===== config.mk =====
export PLATFORM = sky130hd
export DESIGN_NAME = set_job_issuer_flat
export DESIGN_NICKNAME = d
export VERILOG_FILES = /design/src/rtl/set_issuer_pkg.sv /design/src/rtl/set_job_issuer_if.sv /design/src/rtl/set_job_range_chk.sv /design/src/rtl/set_job_issuer.sv /design/src/flat_wrapper.sv
export SDC_FILE = /design/constraint.sdc
export NUM_CORES = 1
export LEC_CHECK = 0
export ABC_AREA = 1
export CAP_MARGIN = 20
export CELL_PAD_IN_SITES_DETAIL_PLACEMENT = 0
export CELL_PAD_IN_SITES_GLOBAL_PLACEMENT = 2
export CORE_MARGIN = 5
export CORE_UTILIZATION = 22
export CTS_BUF_LIST = sky130_fd_sc_hd__clkbuf_4 sky130_fd_sc_hd__clkbuf_8 sky130_fd_sc_hd__clkbuf_16
export DETAILED_ROUTE_END_ITERATION = 16
export GPL_ROUTABILITY_DRIVEN = 1
export GPL_TIMING_DRIVEN = 0
export PLACE_DENSITY_LB_ADDON = 0.15
export SLEW_MARGIN = 20
export SYNTH_ARGS = -nofsm -noshare
export SYNTH_HDL_FRONTEND = slang
export SYNTH_SLANG_ARGS = --single-unit

===== constraint.sdc =====
create_clock -name clk -period 1.8 [get_ports clk]
set_clock_uncertainty 0.15 [all_clocks]
set_input_delay 0.27 -clock clk [delete_from_list [all_inputs] [get_ports clk]]
set_output_delay 0.27 -clock clk [all_outputs]
set_load 0.03 [all_outputs]

===== src/rtl/set_issuer_pkg.sv =====
// set_issuer_pkg: shared state encoding, range limits and field packing for set_job_issuer.
package set_issuer_pkg;

    typedef enum logic [2:0] {IDLE, CHECK, LAUNCH, RUN, DONE} state_t;

    localparam int FIELD_W   = 4;
    localparam int CIRCLES   = 3;
    localparam int CENTRAL_W = 2 * FIELD_W * CIRCLES;
    localparam int RADIUS_W  = FIELD_W * CIRCLES;
    localparam int MODE_W    = 2;
    localparam int COUNT_W   = 8;

    localparam logic [FIELD_W-1:0] COORD_MIN = 4'd1;
    localparam logic [FIELD_W-1:0] COORD_MAX = 4'd8;
    localparam logic [FIELD_W-1:0] RAD_MAX   = 4'd8;

    // Circle 0 occupies the most significant fields of both packed buses.
    function automatic logic [FIELD_W-1:0] coord_x(input logic [CENTRAL_W-1:0] c, input int i);
        return c[CENTRAL_W-1-2*FIELD_W*i -: FIELD_W];
    endfunction

    function automatic logic [FIELD_W-1:0] coord_y(input logic [CENTRAL_W-1:0] c, input int i);
        return c[CENTRAL_W-1-FIELD_W*(2*i+1) -: FIELD_W];
    endfunction

    function automatic logic [FIELD_W-1:0] radius_of(input logic [RADIUS_W-1:0] r, input int i);
        return r[RADIUS_W-1-FIELD_W*i -: FIELD_W];
    endfunction

    function automatic logic [CIRCLES-1:0] used_mask(input logic [MODE_W-1:0] mode);
        return mode == 2'b00 ? 3'b001 : mode == 2'b11 ? 3'b111 : 3'b011;
    endfunction

endpackage


===== src/rtl/set_job_issuer_if.sv =====
// set_job_issuer_if: job, counter and result ports of set_job_issuer.
// With SET_JOB_CHECK_EN defined it also carries job_expected / res_match.
interface set_job_issuer_if
    import set_issuer_pkg::*;
#(
    parameter int TAG_W = 4
);
    logic                 job_valid;
    logic                 job_ready;
    logic [CENTRAL_W-1:0] job_central;
    logic [RADIUS_W-1:0]  job_radius;
    logic [MODE_W-1:0]    job_mode;
    logic [TAG_W-1:0]     job_tag;
    logic                 set_en;
    logic [CENTRAL_W-1:0] set_central;
    logic [RADIUS_W-1:0]  set_radius;
    logic [MODE_W-1:0]    set_mode;
    logic                 set_busy;
    logic                 set_valid;
    logic [COUNT_W-1:0]   set_candidate;
    logic                 res_valid;
    logic                 res_ready;
    logic [COUNT_W-1:0]   res_count;
    logic [TAG_W-1:0]     res_tag;
    logic                 res_error;
    logic                 res_timeout;
`ifdef SET_JOB_CHECK_EN
    logic [COUNT_W-1:0]   job_expected;
    logic                 res_match;
`endif

    modport master (
        input  job_valid, job_central, job_radius, job_mode, job_tag,
        input  set_busy, set_valid, set_candidate, res_ready,
`ifdef SET_JOB_CHECK_EN
        input  job_expected,
        output res_match,
`endif
        output job_ready, set_en, set_central, set_radius, set_mode,
        output res_valid, res_count, res_tag, res_error, res_timeout
    );

    modport slave (
        output job_valid, job_central, job_radius, job_mode, job_tag,
        output set_busy, set_valid, set_candidate, res_ready,
`ifdef SET_JOB_CHECK_EN
        output job_expected,
        input  res_match,
`endif
        input  job_ready, set_en, set_central, set_radius, set_mode,
        input  res_valid, res_count, res_tag, res_error, res_timeout
    );

endinterface


===== src/rtl/set_job_range_chk.sv =====
// set_job_range_chk: combinational legality check of the circles a job mode actually uses.
module set_job_range_chk
    import set_issuer_pkg::*;
(
    input  logic [CENTRAL_W-1:0] central,
    input  logic [RADIUS_W-1:0]  radius,
    input  logic [MODE_W-1:0]    mode,
    output logic                 legal
);
    logic [CIRCLES-1:0] used;

    always_comb begin
        used  = used_mask(mode);
        legal = 1'b1;
        for (int i = 0; i < CIRCLES; i++) begin
            if (used[i] && !(coord_x(central, i) >= COORD_MIN && coord_x(central, i) <= COORD_MAX &&
                             coord_y(central, i) >= COORD_MIN && coord_y(central, i) <= COORD_MAX &&
                             radius_of(radius, i) <= RAD_MAX))
                legal = 1'b0;
        end
    end

endmodule


===== src/rtl/set_job_issuer.sv =====
// set_job_issuer: accepts circle-set jobs, launches them on the point counter and returns one result each.
// Optional SET_JOB_CHECK_EN adds job_expected / res_match comparison.
module set_job_issuer
    import set_issuer_pkg::*;
#(
    parameter int TIMEOUT_CYC = 80,
    parameter int TAG_W       = 4
)(
    input logic              clk,
    input logic              rst,
    set_job_issuer_if.master bus
);
    localparam int WD_W = $clog2(TIMEOUT_CYC + 2);
    localparam logic [WD_W-1:0] WD_LIM = WD_W'(TIMEOUT_CYC);

    state_t           state, state_n;
    logic             legal;
    logic [WD_W-1:0]  wd;
    logic [TAG_W-1:0] tag_q;
    logic             accept, expired;

    set_job_range_chk u_chk (
        .central (bus.set_central),
        .radius  (bus.set_radius),
        .mode    (bus.set_mode),
        .legal   (legal)
    );

    assign accept      = state == IDLE && bus.job_valid;
    assign expired     = state == RUN && wd == WD_LIM;
    assign bus.res_tag = tag_q;

    always_ff @(posedge clk) begin
        if (rst)
            state <= IDLE;
        else
            state <= state_n;
    end

    always_comb begin
        state_n       = state;
        bus.job_ready = state == IDLE && !rst;
        bus.set_en    = state == LAUNCH;
        bus.res_valid = state == DONE;
        unique case (state)
            IDLE:    state_n = bus.job_valid ? CHECK : IDLE;
            CHECK:   state_n = legal ? LAUNCH : DONE;
            LAUNCH:  state_n = RUN;
            RUN:     state_n = bus.set_valid || expired ? DONE : RUN;
            DONE:    state_n = bus.res_ready ? IDLE : DONE;
            default: state_n = IDLE;
        endcase
    end

    // Counter inputs stay frozen from acceptance until the next job is accepted.
    always_ff @(posedge clk) begin
        if (rst) begin
            bus.set_central <= '0;
            bus.set_radius  <= '0;
            bus.set_mode    <= '0;
            bus.res_count   <= '0;
            bus.res_error   <= 1'b0;
            bus.res_timeout <= 1'b0;
            tag_q           <= '0;
            wd              <= '0;
        end else begin
            if (accept) begin
                bus.set_central <= bus.job_central;
                bus.set_radius  <= bus.job_radius;
                bus.set_mode    <= bus.job_mode;
                bus.res_count   <= '0;
                bus.res_error   <= 1'b0;
                bus.res_timeout <= 1'b0;
                tag_q           <= bus.job_tag;
            end
            if (state == CHECK && !legal)
                bus.res_error <= 1'b1;
            if (state == LAUNCH)
                wd <= '0;
            else if (state == RUN && wd != '1)
                wd <= wd + 1'b1;
            // A strobe arriving on the expiry cycle still counts as a real result.
            if (state == RUN && bus.set_valid)
                bus.res_count <= bus.set_candidate;
            else if (expired)
                bus.res_timeout <= 1'b1;
        end
    end

`ifdef SET_JOB_CHECK_EN
    logic [COUNT_W-1:0] exp_q;

    always_ff @(posedge clk) begin
        if (rst)
            exp_q <= '0;
        else if (accept)
            exp_q <= bus.job_expected;
    end

    assign bus.res_match = bus.res_valid && !bus.res_error && !bus.res_timeout && bus.res_count == exp_q;
`endif

endmodule


===== src/flat_wrapper.sv =====
// flat-port wrapper written by rule: the top's interface ports become plain ports
module set_job_issuer_flat import set_issuer_pkg::*;
#(
    parameter int TIMEOUT_CYC = 80,
    parameter int TAG_W       = 4
)
  (clk, rst, bus_job_valid, bus_job_central, bus_job_radius, bus_job_mode, bus_job_tag, bus_set_busy, bus_set_valid, bus_set_candidate, bus_res_ready, bus_job_ready, bus_set_en, bus_set_central, bus_set_radius, bus_set_mode, bus_res_valid, bus_res_count, bus_res_tag, bus_res_error, bus_res_timeout);
  set_job_issuer_if #(.TAG_W(TAG_W)) bus_i ();
  input logic clk;
  input logic rst;
  input wire logic [$bits(bus_i.job_valid)-1:0] bus_job_valid;
  input wire logic [$bits(bus_i.job_central)-1:0] bus_job_central;
  input wire logic [$bits(bus_i.job_radius)-1:0] bus_job_radius;
  input wire logic [$bits(bus_i.job_mode)-1:0] bus_job_mode;
  input wire logic [$bits(bus_i.job_tag)-1:0] bus_job_tag;
  input wire logic [$bits(bus_i.set_busy)-1:0] bus_set_busy;
  input wire logic [$bits(bus_i.set_valid)-1:0] bus_set_valid;
  input wire logic [$bits(bus_i.set_candidate)-1:0] bus_set_candidate;
  input wire logic [$bits(bus_i.res_ready)-1:0] bus_res_ready;
  output wire logic [$bits(bus_i.job_ready)-1:0] bus_job_ready;
  output wire logic [$bits(bus_i.set_en)-1:0] bus_set_en;
  output wire logic [$bits(bus_i.set_central)-1:0] bus_set_central;
  output wire logic [$bits(bus_i.set_radius)-1:0] bus_set_radius;
  output wire logic [$bits(bus_i.set_mode)-1:0] bus_set_mode;
  output wire logic [$bits(bus_i.res_valid)-1:0] bus_res_valid;
  output wire logic [$bits(bus_i.res_count)-1:0] bus_res_count;
  output wire logic [$bits(bus_i.res_tag)-1:0] bus_res_tag;
  output wire logic [$bits(bus_i.res_error)-1:0] bus_res_error;
  output wire logic [$bits(bus_i.res_timeout)-1:0] bus_res_timeout;
  assign bus_i.job_valid = bus_job_valid;
  assign bus_i.job_central = bus_job_central;
  assign bus_i.job_radius = bus_job_radius;
  assign bus_i.job_mode = bus_job_mode;
  assign bus_i.job_tag = bus_job_tag;
  assign bus_i.set_busy = bus_set_busy;
  assign bus_i.set_valid = bus_set_valid;
  assign bus_i.set_candidate = bus_set_candidate;
  assign bus_i.res_ready = bus_res_ready;
  assign bus_job_ready = bus_i.job_ready;
  assign bus_set_en = bus_i.set_en;
  assign bus_set_central = bus_i.set_central;
  assign bus_set_radius = bus_i.set_radius;
  assign bus_set_mode = bus_i.set_mode;
  assign bus_res_valid = bus_i.res_valid;
  assign bus_res_count = bus_i.res_count;
  assign bus_res_tag = bus_i.res_tag;
  assign bus_res_error = bus_i.res_error;
  assign bus_res_timeout = bus_i.res_timeout;
  set_job_issuer #(.TIMEOUT_CYC(TIMEOUT_CYC), .TAG_W(TAG_W)) u_core (.clk(clk), .rst(rst), .bus(bus_i));
endmodule

### Word-level counts from Yosys, hierarchy flattened

Cells that the tools add are included.

* $add $sub $neg: 1
* $lt $le $gt $ge: 15
* equality and inequality tests: 7
* multiplexer cells: 17
* reduce and logical (&&, ||, !) cells: 32

Operators with widths (count)
* less-or-equal comparator 4 bit, second input constant: 9
* greater-or-equal comparator 4 x 1 -> 1 bit, second input constant: 6
* logical AND 1 bit: 21
* two-way mux 8 bit: 2
* two-way mux 3 bit: 5
* case mux 3 bit (5 select lines): 1
* two-way mux 1 bit: 9
* adder 7 x 1 -> 7 bit, second input constant: 1
* == test 7 bit, second input constant: 1
* inequality test 7 bit, second input constant: 1
* == test 3 x 2 -> 1 bit, second input constant: 2
* logical NOT 1 bit: 5
* nonzero test 2 bit: 2
* == test 3 x 1 -> 1 bit, second input constant: 1
* == test 3 bit, second input constant: 1
* logical NOT 3 bit: 1
* == test 2 bit, second input constant: 1
* logical NOT 2 bit: 1
* OR reduction 2 bit: 1
* logical OR 1 bit: 1

* register bits: 62
* input port bits: 56
* output and inout bits: 55
* word-level logic and storage cells: 81

### Logic depth before layout (Yosys ltp)

Gate-level depths: netlist (run 1).

* depth after elaboration: 13
* mapped depth: 10

### Cells and area by module

A second synthesis (run 1) with hierarchy kept.

* cells, all modules: 379
* area total of the unflattened synthesis: 2688.8 um^2

Modules (own cells, without submodules)
* set_job_issuer: times used 1, cells each 315, area an instance 2416.1 um^2, seq. area each 1241.2 um^2
* set_job_range_chk: times used 1, cells each 64, area an instance 272.8 um^2, seq. area each 0.0 um^2

### Worst setup path after synthesis (run 1)

Ideal clock, no wire load.

* path kind: flip-flop to flip-flop
* start: register u_core.state[1]
* end: register u_core.wd[6]
* arrival time: 1.630 ns
* slack: -0.096 ns
* stages on the path, launching flop included: 5
* path buffers: 0
* cell sequence: dfxtp_1 > nor3b_1 > nor2_1 > inv_1 > nor2_1

* cells in the longest elaborated chain, start to end: 2

RTL lines
* start, declared: RTL line set_job_issuer.sv:16 `state_t state, state_n;`
* start signal, assigned: RTL line set_job_issuer.sv:37 `state <= state_n;`
* == test 3 x 2 -> 1 bit
* via bus_set_en: RTL line flat_wrapper.sv:21 `output wire logic [$bits(bus_i.set_en)-1:0] bus_set_en;`
* OR reduction 2 bit (no line)
* end signal, assigned: RTL line set_job_issuer.sv:81 `wd <= wd + 1'b1;`
* end, declared: RTL line set_job_issuer.sv:18 `logic [WD_W-1:0] wd;`

The timed path passes the listed nets, and every way through them passes these cells.
A chain may end at the register's enable or synchronous reset.

### Worst setup path in the final report (run 1)

* start: register u_core.bus.set_central[17]
* end: output port bus_set_central[17]

RTL lines
* start, declared: RTL line set_job_issuer_if.sv:39 `output job_ready, set_en, set_central, set_radius, set_mode,`
* start signal, assigned: RTL line set_job_issuer.sv:68 `bus.set_central <= bus.job_central;`
* end, declared: RTL line flat_wrapper.sv:22 `output wire logic [$bits(bus_i.set_central)-1:0] bus_set_central;`

No word-level cell between the ends.

==> results of run 1 <==
==> metal layers <==
layer	share of wire, %	vias up
met3	6.3	11
li1	-	1362
met2	46	73
met1	46	1154
met4	1.4	0
met5	0	-
==> synth_stat cells (3+ instances only) <==
master     n
nand2_1   45
nand3_1   20
o21ai_0   46
buf_4      5
inv_1     58
nand4_1    3
clkbuf_1   7
dfxtp_1   62
a21oi_1   63
nor2_1    16
==> cell usage in the layout, fill, tap and decap left out, drive strengths merged <==
master          n
o31ai           1
buf             8
dlymetal6s2s   18
nor3            1
nand4           3
inv            60
clkdlybuf4s15   2
ha              2
a31oi           1
nor3b           1
o21ai          47
dfxtp          62
clkdlybuf4s50  80
nand3          22
nor4            2
clkbuf         22
nor2           18
nand2          45
dlygate4sd2     8
a21oi          64
xor2            2
==> timing repair <==
| action | 4_1_cts | 5_1_grt |
|---|---|---|
| buffers inserted | 0 | 0 |
| pin swaps | 0 | 0 |
| endpoints found under the setup margin | 11 | 31 |
| gates resized for setup | 22 | 26 |
==> cell families (layout without fill, tap and decap cells) <==
logic type                 Yosys count  count (layout)  share of synthesized area, %
adders and majority gates            2               2                         0.965
DFF                                 62              62                          47.9
buffers and inverters               75             198                          11.9
and+or+nand+nor                     92              92                          16.5
xor gates and xnor gates             2               2                         0.676
AOI/OAI and AO/OA                  113             113                          22.1
==> area by class of cell <==
cell class	count	area share, %
Inverter	60	5.34
Sequential cell	62	29.5
Multi-Input combinational cell	209	25.2
Clock buffer	14	6.98
Timing Repair Buffer	109	26.7
Buffer	15	2.08
Tap cell	143	4.24
==> worst min-delay path, delay by kind of cell, from the launching register on <==
kind                   cells  cell delay, ns
flip-flops                 1            0.31
buffers and inverters      1            0.05
AO/OA/AOI/OAI              1            0.05
==> sequential cells by signal, summed over array words and instances, names as in the netlist <==
name and flops:
u_core.wd 7, u_core.bus.res_tag 4, u_core.bus.set_mode 2, u_core.bus.res_timeout 1, u_core.bus.set_central 24, u_core.bus.set_radius 12
u_core.bus.res_error 1, u_core.bus.res_count 8, u_core.state 3
==> per-stage QoR <==
step | utilization (%) | hold WS, ns | cell area (µm²) | worst slack, ns | std cells
after floorplan | - | 0.189 | 2600 | 0.0284 | 346
after global placement | 33.7 | 0.286 | 3870 | -0.525 | 598
after detailed placement | 33.7 | 0.290 | 3870 | -0.534 | 598
after global routing | 36.8 | 0.319 | 4220 | 0.000430 | 612
final | 36.8 | 0.297 | 4220 | 0.0310 | 612
after CTS | 36.3 | 0.298 | 4160 | -0.0178 | 612
==> report_power, final <==
group	leakage [nW]	internal (mW)	switching (mW)
logic	1.28	0.477	0.696
registers	0.511	1.52	0.0956
clock network	0.147	1.10	0.571
total	1.94	3.10	1.36
==> path summary, 6_finish.rpt <==
check	end	slack (ns)	cells after the start
worst max-delay path	bus_set_central[17]	0.03	1
worst max register to register	u_core.wd[2]	0.19	7
worst min-delay path	u_core.bus.res_tag[1]	0.30	2
worst min register to register	u_core.bus.res_tag[1]	0.30	2
==> results.py, run 1 <==
metrics = {
    "run_status": {
        "outcome": "complete, no violations",
    },
    "global_routing": {
        "grtUsageMet2_pct": 19.3,
        "antenna_found_initial": 0,
        "grt_max_degree": 11,
        "gr-max-usage-layer": "met2",
        "globalRouteMet1Util_pct": 15.1,
        "gr-total-overflow": 0,
        "track_usage_pct": 12.1,
        "grt_pass1_vias": 2740,
        "grt_pass1_wl_um": 13800,
        "grt_use_met3_pct": 4.30,
    },
    "cells_and_area": {
        "fin_nets": 524,
        "seq_area_um2": 1240,
        "drive_gt1_share_pct": 8.32,
        "antenna_cells": 0,
        "area_delta_synth_final_pct": 62.6,
        "multi_input_area_um2": 1060,
        "fillCellCount": 1214,
    },
    "timing": {
        "finalMaxSlewViolations": 0,
        "rsz0062_at_grt": "no",
        "finalCritPeriodShare_pct": 98.3,
        "relSlewSlack_pct": 68.7,
        "finalHoldViolations": 0,
        "fmax_mhz": 565,
        "setup_viol": 0,
        "fin_crit_ns": 1.77,
        "setup_tns_ns": 0,
        "worst_pin_slew_ns": 0.469,
    },
    "setup_path": {
        "cp_slowest_stage_delay_ns": 0.68,
        "arrival_ns": 1.35,
        "cp-startpoint": "u_core.bus.set_central[17]",
        "crit_buf_inv": 1,
        "crit_path_cell_trace": "clkdlybuf4s50_1",
        "cp_max_fo": 2,
        "slowest_stage": "clkdlybuf4s50_1",
        "worstPathRequired_ns": 1.38,
        "crit_family": "buffers and inverters",
        "crit_type": "flip-flop to output pin",
        "end_kind": "output pin",
        "reg2reg_from": "u_core.wd[0]",
        "setup.worst_path.start_class": "flip-flop",
    },
    "die": {
        "dieHeight_um": 119,
        "floorplan.initialDensity_pct": 22.6,
        "io_pins": 111,
        "coreArea_um2": 11500,
        "die_area_um2": 14100,
        "die_w_um": 119,
        "fp-row-count": 39,
    },
    "routing": {
        "vias": 2600,
        "first_pass_iters": 4,
        "drt_iter0_drc": 106,
        "vias_per_cell": 4.25,
        "ant_nets": 0,
        "wirelength_um": 8330,
        "route.detailed.drc": 0,
        "routedWlPerCell_um": 13.6,
    },
    "clock_tree": {
        "ctsLongestPathBuffers": 2,
        "clock_latency_ns": 0.32,
        "clkTransAtPathRegs_ns": 0.05,
        "cts_hold_buf": 0,
        "cts_num_sinks": 62,
        "numCtsBuffers": 9,
        "cts-root-buf": "clkbuf_16",
        "htreeDepth": 3,
        "cts_tree": "yes",
    },
    "placed_design": {
        "dp_hpwl_um": 6330,
        "port_buffers": 109,
        "routabilityCongestion": 0.784,
    },
    "synthesis": {
        "netlist_instances": 346,
        "netlist_area_um2": 2590,
        "synth_warnings": 0,
        "yosysTopAreaCell": "dfxtp_1",
        "syn_area_per_cell_um2": 7.49,
        "synthArstFlopShare_pct": 0,
        "synth_seq_cells": 62,
        "ys_seq_area_share_pct": 47.9,
        "synth-edff-count": 0,
        "yosysTopAreaCellShare_pct": 47.9,
        "ys_types": 27,
        "synth_nets": 404,
        "synth_area_leaders": "dfxtp_1, a21oi_1, o21ai_0, inv_1, nand2_1",
        "synth_ff_type": "dfxtp_1",
    },
    "worst_hold_path": {
        "hold_path_startpoint": "u_core.bus.res_tag[1]",
        "hold_path_class": "flip-flop to flip-flop",
    },
    "flow_run": {
        "maxCapViolCount": 0,
    },
    "power_and_ir_drop": {
        "power_density_nw_per_um2": 1060,
        "ir_worst_vdd_mv": 0.353,
        "leakagePower_nw": 1.94,
        "p_total_mw": 4.46,
    },
}
No activity file was read; power rests on OpenSTA's default activity.
==> inputs of run 2 (changes only) <==
PLACE_DENSITY_LB_ADDON = 0.1   (was 0.15)
RECOVER_POWER = 100   (was not set)
==> run 2 against run 1 <==
Effect of this change:
- final area fell by 3.9%
- critical path type unchanged
- sequential power barely moved
- largest cell class unchanged
- wire length fell by 2.0%
- fmax rose by 0.53%
- non-clock buffer count rose by 2
- highest routed layer unchanged
- critical path depth did not move
- die area did not move
- flip-flop and latch count did not move
==> results.py, run 2 (synthesis gave the netlist of run 1 again) <==
metrics = {
    "run_status": {
        "outcome": "complete, no violations",
    },
    "power_and_ir_drop": {
        "power_density_nw_per_um2": 1090,
        "ir_worst_vdd_mv": 0.380,
        "leakagePower_nw": 1.62,
    },
    "die": {
        "die_area_um2": 14100,
        "io_pins": 111,
        "floorplan.initialDensity_pct": 22.6,
        "die_w_um": 119,
        "fp-row-count": 39,
        "coreArea_um2": 11500,
        "dieHeight_um": 119,
    },
    "setup_path": {
        "crit_type": "flip-flop to output pin",
        "slowest_stage": "clkdlybuf4s50_1",
        "regToRegSetupSlack_ns": 0.17,
        "cp_slowest_stage_delay_ns": 0.69,
        "crit_path_cell_trace": "clkdlybuf4s50_1",
        "cp_max_fo": 2,
        "reg2reg_depth": 5,
        "crit_buf_inv": 1,
        "cp-startpoint": "u_core.bus.res_count[1]",
        "r2r-end": "u_core.bus.set_central[17]",
        "setup.worst_path.start_class": "flip-flop",
        "arrival_ns": 1.34,
        "reg2reg_from": "u_core.state[2]",
        "crit_path_end": "bus_res_count[1]",
        "worstPathRequired_ns": 1.38,
        "path_depth": 1,
        "crit_family": "buffers and inverters",
        "end_kind": "output pin",
    },
    "clock_tree": {
        "ctsLongestPathBuffers": 2,
        "cts_hold_buf": 0,
        "clock_latency_ns": 0.32,
        "htreeDepth": 3,
        "numCtsBuffers": 9,
        "cts_num_sinks": 62,
        "cts-root-buf": "clkbuf_16",
        "clkTransAtPathRegs_ns": 0.05,
        "cts_tree": "yes",
    },
    "global_routing": {
        "gr-total-overflow": 0,
        "grt_max_degree": 11,
        "grt_pass1_wl_um": 13500,
        "antenna_found_initial": 0,
        "track_usage_pct": 11.9,
        "grt_pass1_vias": 2686,
    },
    "routing": {
        "routedWlPerCell_um": 13.3,
        "route.detailed.drc": 0,
        "wirelength_um": 8160,
        "ant_nets": 0,
        "vias": 2578,
        "first_pass_iters": 4,
        "vias_per_cell": 4.19,
        "drt_iter0_drc": 86,
    },
    "cells_and_area": {
        "largest-register": "u_core.bus.set_central",
        "drive_gt1_share_pct": 8.05,
        "largest_registers": "u_core.bus.set_central (24), u_core.bus.set_radius (12), u_core.bus.res_count (8)",
        "area_delta_synth_final_pct": 56.2,
        "final_cell_mix": "clkdlybuf4s50_1, a21oi_1, dfxtp_1",
        "antenna_cells": 0,
        "fin_nets": 526,
        "postLayoutCoreUtil_pct": 35.3,
        "layout_commonest_cell": "clkdlybuf4s50_1",
        "largest_reg_flops": 24,
        "layout.cells.non_filler": 615,
    },
    "placed_design": {
        "port_buffers": 109,
        "placedCellCount": 598,
        "dp_hpwl_um": 6240,
        "routabilityCongestion": 0.720,
    },
    "flow_run": {
        "maxCapViolCount": 0,
    },
    "timing": {
        "finalCritPeriodShare_pct": 97.8,
        "relSlewSlack_pct": 68.4,
        "fmax_mhz": 568,
        "finalHoldViolations": 0,
        "finalMaxSlewViolations": 0,
        "fin_crit_ns": 1.76,
        "worst_pin_slew_ns": 0.475,
        "setup_viol": 0,
    },
    "worst_hold_path": {
        "hold_path_class": "flip-flop to flip-flop",
    },
}
==> run 2: cell types whose count changed in the layout (fill, tap and decap cells not counted), sizes merged <==
cell	change
clkbuf	+25
dlymetal6s2s	-18
buf	-3
clkdlybuf4s15	-2
dlygate4sd2	+1
==> run 2: stage by stage <==
step	setup TNS, ns	power, mW	worst slack (ns)	cell area, µm²	hold WS, ns
global route	-0.000351	4.66	-0.000351	4050	0.308
detailed placement	-7.57	2.85	-0.369	3870	0.286
finish	0	4.40	0.0403	4050	0.292
CTS	-0.00190	4.55	-0.00190	4160	0.294
floorplan	0	2.30	0.0284	2600	0.189
global placement	-7.64	2.86	-0.397	3870	0.282
==> run 2: how the worst min path moves through the flow <==
stage	start	endpoint	slack, ns	cells after the start
finish	u_core.bus.res_tag[3]	u_core.bus.res_tag[3]	0.29	2
global route	u_core.bus.res_tag[0]	u_core.bus.res_tag[0]	0.31	2
detailed placement	u_core.bus.res_tag[3]	u_core.bus.res_tag[3]	0.29	2
global placement	u_core.bus.res_tag[0]	u_core.bus.res_tag[0]	0.28	2
floorplan	rst	u_core.bus.res_count[0]	0.19	1
CTS	u_core.bus.res_tag[3]	u_core.bus.res_tag[3]	0.29	2
==> run 2: worst register-to-register path, delay by kind of cell (launching register included) <==
kind | cells | cell delay [ns]
buffers and inverters | 3 | 0.69
flip-flops | 1 | 0.42
AND/OR/NAND/NOR | 1 | 0.14
AO/OA/AOI/OAI | 1 | 0.11
==> run 2: cell type report <==
class	instances	area, µm²
plain buffers	15	78.8
well taps	143	179
clock buffers	15	295
fillers	1269	7420
flip-flops and latches	62	1240
inverters	60	225
repair buffers	111	972
multi-input cells	209	1060
==> run 2: metal layers <==
metal,part of all wire [%],track usage (%),vias up
li1,-,-,1368
met1,47,15.2,1139
met2,45,18.5,62
met3,5.3,3.58,9
met4,1.9,5.10,0
met5,0,0,-
==> run 2: what timing repair did <==
action	in CTS	in global routing
gates resized for setup	22	24
pin swaps	0	1
setup buffers	0	2
setup endpoints to repair	12	24
==> run 2: where the power goes <==
| group | internal (mW) | switching (mW) | leakage, nW | total, mW |
|---|---|---|---|---|
| combinational | 0.416 | 0.689 | 0.963 | 1.10 |
| sequential | 1.52 | 0.0948 | 0.510 | 1.61 |
| clock | 1.11 | 0.579 | 0.149 | 1.68 |
| total | 3.04 | 1.36 | 1.62 | 4.40 |
==> inputs of run 3 (changes only) <==
--- a/constraint.sdc
+++ b/constraint.sdc
@@ -3,3 +3,3 @@
 set_input_delay 0.27 -clock clk [delete_from_list [all_inputs] [get_ports clk]]
 set_output_delay 0.27 -clock clk [all_outputs]
-set_load 0.03 [all_outputs]
+set_load 0.01 [all_outputs]
==> run 3 against run 2 <==
Effect of this change:
- sequential power about the same
- count of clock-buffer cells in the layout down 2
- sequential share of layout area down 0.79 points
- utilization up 0.97 points
- fmax up 1.3%
- wire length up 1.5%
- first-iteration DRC count up 3.5%
- combinational power down 14%
- highest routed layer unchanged
- register-to-register slack worse by 0.02 ns
- die area unchanged
- clock power down 4%
==> results.py, run 3 (synthesis gave the netlist of run 1 again) <==
metrics = {
    "run_status": {
        "outcome": "complete, no violations",
    },
    "clock_tree": {
        "cts_setup_buffers": 0,
        "postCtsResizedCells": 9,
        "cts-root-buf": "clkbuf_16",
        "clock_latency_ns": 0.32,
        "numCtsBuffers": 9,
        "htreeDepth": 3,
        "cts_tree": "yes",
        "cts_num_sinks": 62,
        "ctsLongestPathBuffers": 2,
        "clkTransAtPathRegs_ns": 0.05,
        "cts_hold_buf": 0,
    },
    "placed_design": {
        "routabilityCongestion": 0.742,
        "dpl-instance-area_um2": 3860,
        "placedCellCount": 598,
        "port_buffers": 109,
        "dp_hpwl_um": 6280,
    },
    "worst_hold_path": {
        "min_to": "u_core.bus.res_tag[1]",
        "hold_path_startpoint": "u_core.bus.res_tag[1]",
        "hold_path_class": "flip-flop to flip-flop",
        "min_path_cells": 2,
    },
    "cells_and_area": {
        "layout_commonest_cell": "a21oi_1",
        "antenna_cells": 0,
        "largest_registers": "u_core.bus.set_central (24), u_core.bus.set_radius (12), u_core.bus.res_count (8)",
        "fillCellCount": 1222,
        "area_delta_synth_final_pct": 60.5,
        "final_cell_mix": "a21oi_1, clkdlybuf4s50_1, dfxtp_1",
        "largest-register": "u_core.bus.set_central",
        "layout.cells.non_filler": 612,
        "final_area_um2": 4160,
        "largest_reg_flops": 24,
        "fin_nets": 524,
        "drive_gt1_share_pct": 7.89,
        "postLayoutCoreUtil_pct": 36.3,
    },
    "setup_path": {
        "setup.worst_path.start_class": "primary input",
        "crit_type": "primary input to output pin",
        "regToRegSetupSlack_ns": 0.15,
        "worstPathRequired_ns": 1.38,
        "end_kind": "output pin",
        "arrival_ns": 1.32,
        "reg2reg_depth": 5,
        "cp_max_fo": 6,
        "r2r-end": "u_core.bus.set_central[13]",
        "reg2reg_from": "u_core.state[2]",
    },
    "global_routing": {
        "gr-total-overflow": 0,
        "grt_max_degree": 11,
        "grt_pass1_vias": 2602,
        "track_usage_pct": 11.9,
        "antenna_found_initial": 0,
        "grt_pass1_wl_um": 13400,
    },
    "timing": {
        "finalCritPeriodShare_pct": 96.5,
        "fin_crit_ns": 1.74,
        "worst_pin_slew_ns": 0.529,
        "fin_hold_ws_ns": 0.292,
        "setup_viol": 0,
        "finalHoldViolations": 0,
        "setup_tns_ns": 0,
        "finalMaxSlewViolations": 0,
        "rsz0062_at_grt": "no",
        "fmax_mhz": 575,
        "relSlewSlack_pct": 64.7,
    },
    "flow_run": {
        "maxCapViolCount": 0,
    },
    "power_and_ir_drop": {
        "leakagePower_nw": 1.75,
        "power_density_nw_per_um2": 1000,
        "ir_worst_vdd_mv": 0.353,
    },
    "die": {
        "die_w_um": 119,
        "io_pins": 111,
        "die_area_um2": 14100,
        "coreArea_um2": 11500,
        "dieHeight_um": 119,
        "fp-row-count": 39,
        "floorplan.initialDensity_pct": 22.6,
    },
    "routing": {
        "route.detailed.drc": 0,
        "ant_nets": 0,
        "vias_per_cell": 4.25,
        "vias": 2604,
        "routedWlPerCell_um": 13.5,
        "first_pass_iters": 4,
        "wirelength_um": 8280,
        "drt_iter0_drc": 89,
    },
}
## run 3: how the worst max path moves through the flow
stage,from,end,depth (start not counted)
floorplan,u_core.wd[0],u_core.wd[2],7
global placement,rst,bus_job_ready,3
detailed placement,rst,bus_job_ready,3
CTS,rst,bus_job_ready,3
global route,u_core.wd[0],u_core.wd[2],7
finish,rst,bus_job_ready,3
## run 3: metal layers
metal	part of all wire [%]	global-route usage, %	vias up
li1	-	-	1366
met1	48	16.0	1157
met2	44	17.4	74
met3	6.8	4.78	7
met4	1.2	3.83	0
met5	0	0	-
## run 3: layout make-up
type                    instances  area (µm²)  area share [%]
plain buffers                  15        83.8            2.02
flip-flops and latches         62        1240            29.9
clock buffers                  13         274            6.59
repair buffers                109        1090            26.1
clock inverters                 1        5.00           0.120
inverters                      60         225            5.41
multi-input cells             209        1060            25.5
well taps                     143         179            4.30
## run 3: worst max-delay path, stage by stage
cell             delay (ns)
clkdlybuf4s50_1        0.53
nor4_2                 0.20
dlygate4sd2_1          0.31
## run 3: report_power, final
group / internal (mW) / leakage (nW) / switching [mW] / total, mW
combinational: 0.455 / 1.10 / 0.487 / 0.942
sequential: 1.52 / 0.511 / 0.0931 / 1.61
clock: 1.04 / 0.141 / 0.576 / 1.62
## run 3: stage by stage
stage / total power, mW / setup WS (ns)
2_1_floorplan: 2.10 / 0.356
3_3_place_gp: 2.65 / -0.266
3_5_place_dp: 2.65 / -0.327
4_1_cts: 4.30 / 0.0331
5_1_grt: 4.43 / 0.00284
6_report: 4.17 / 0.0623
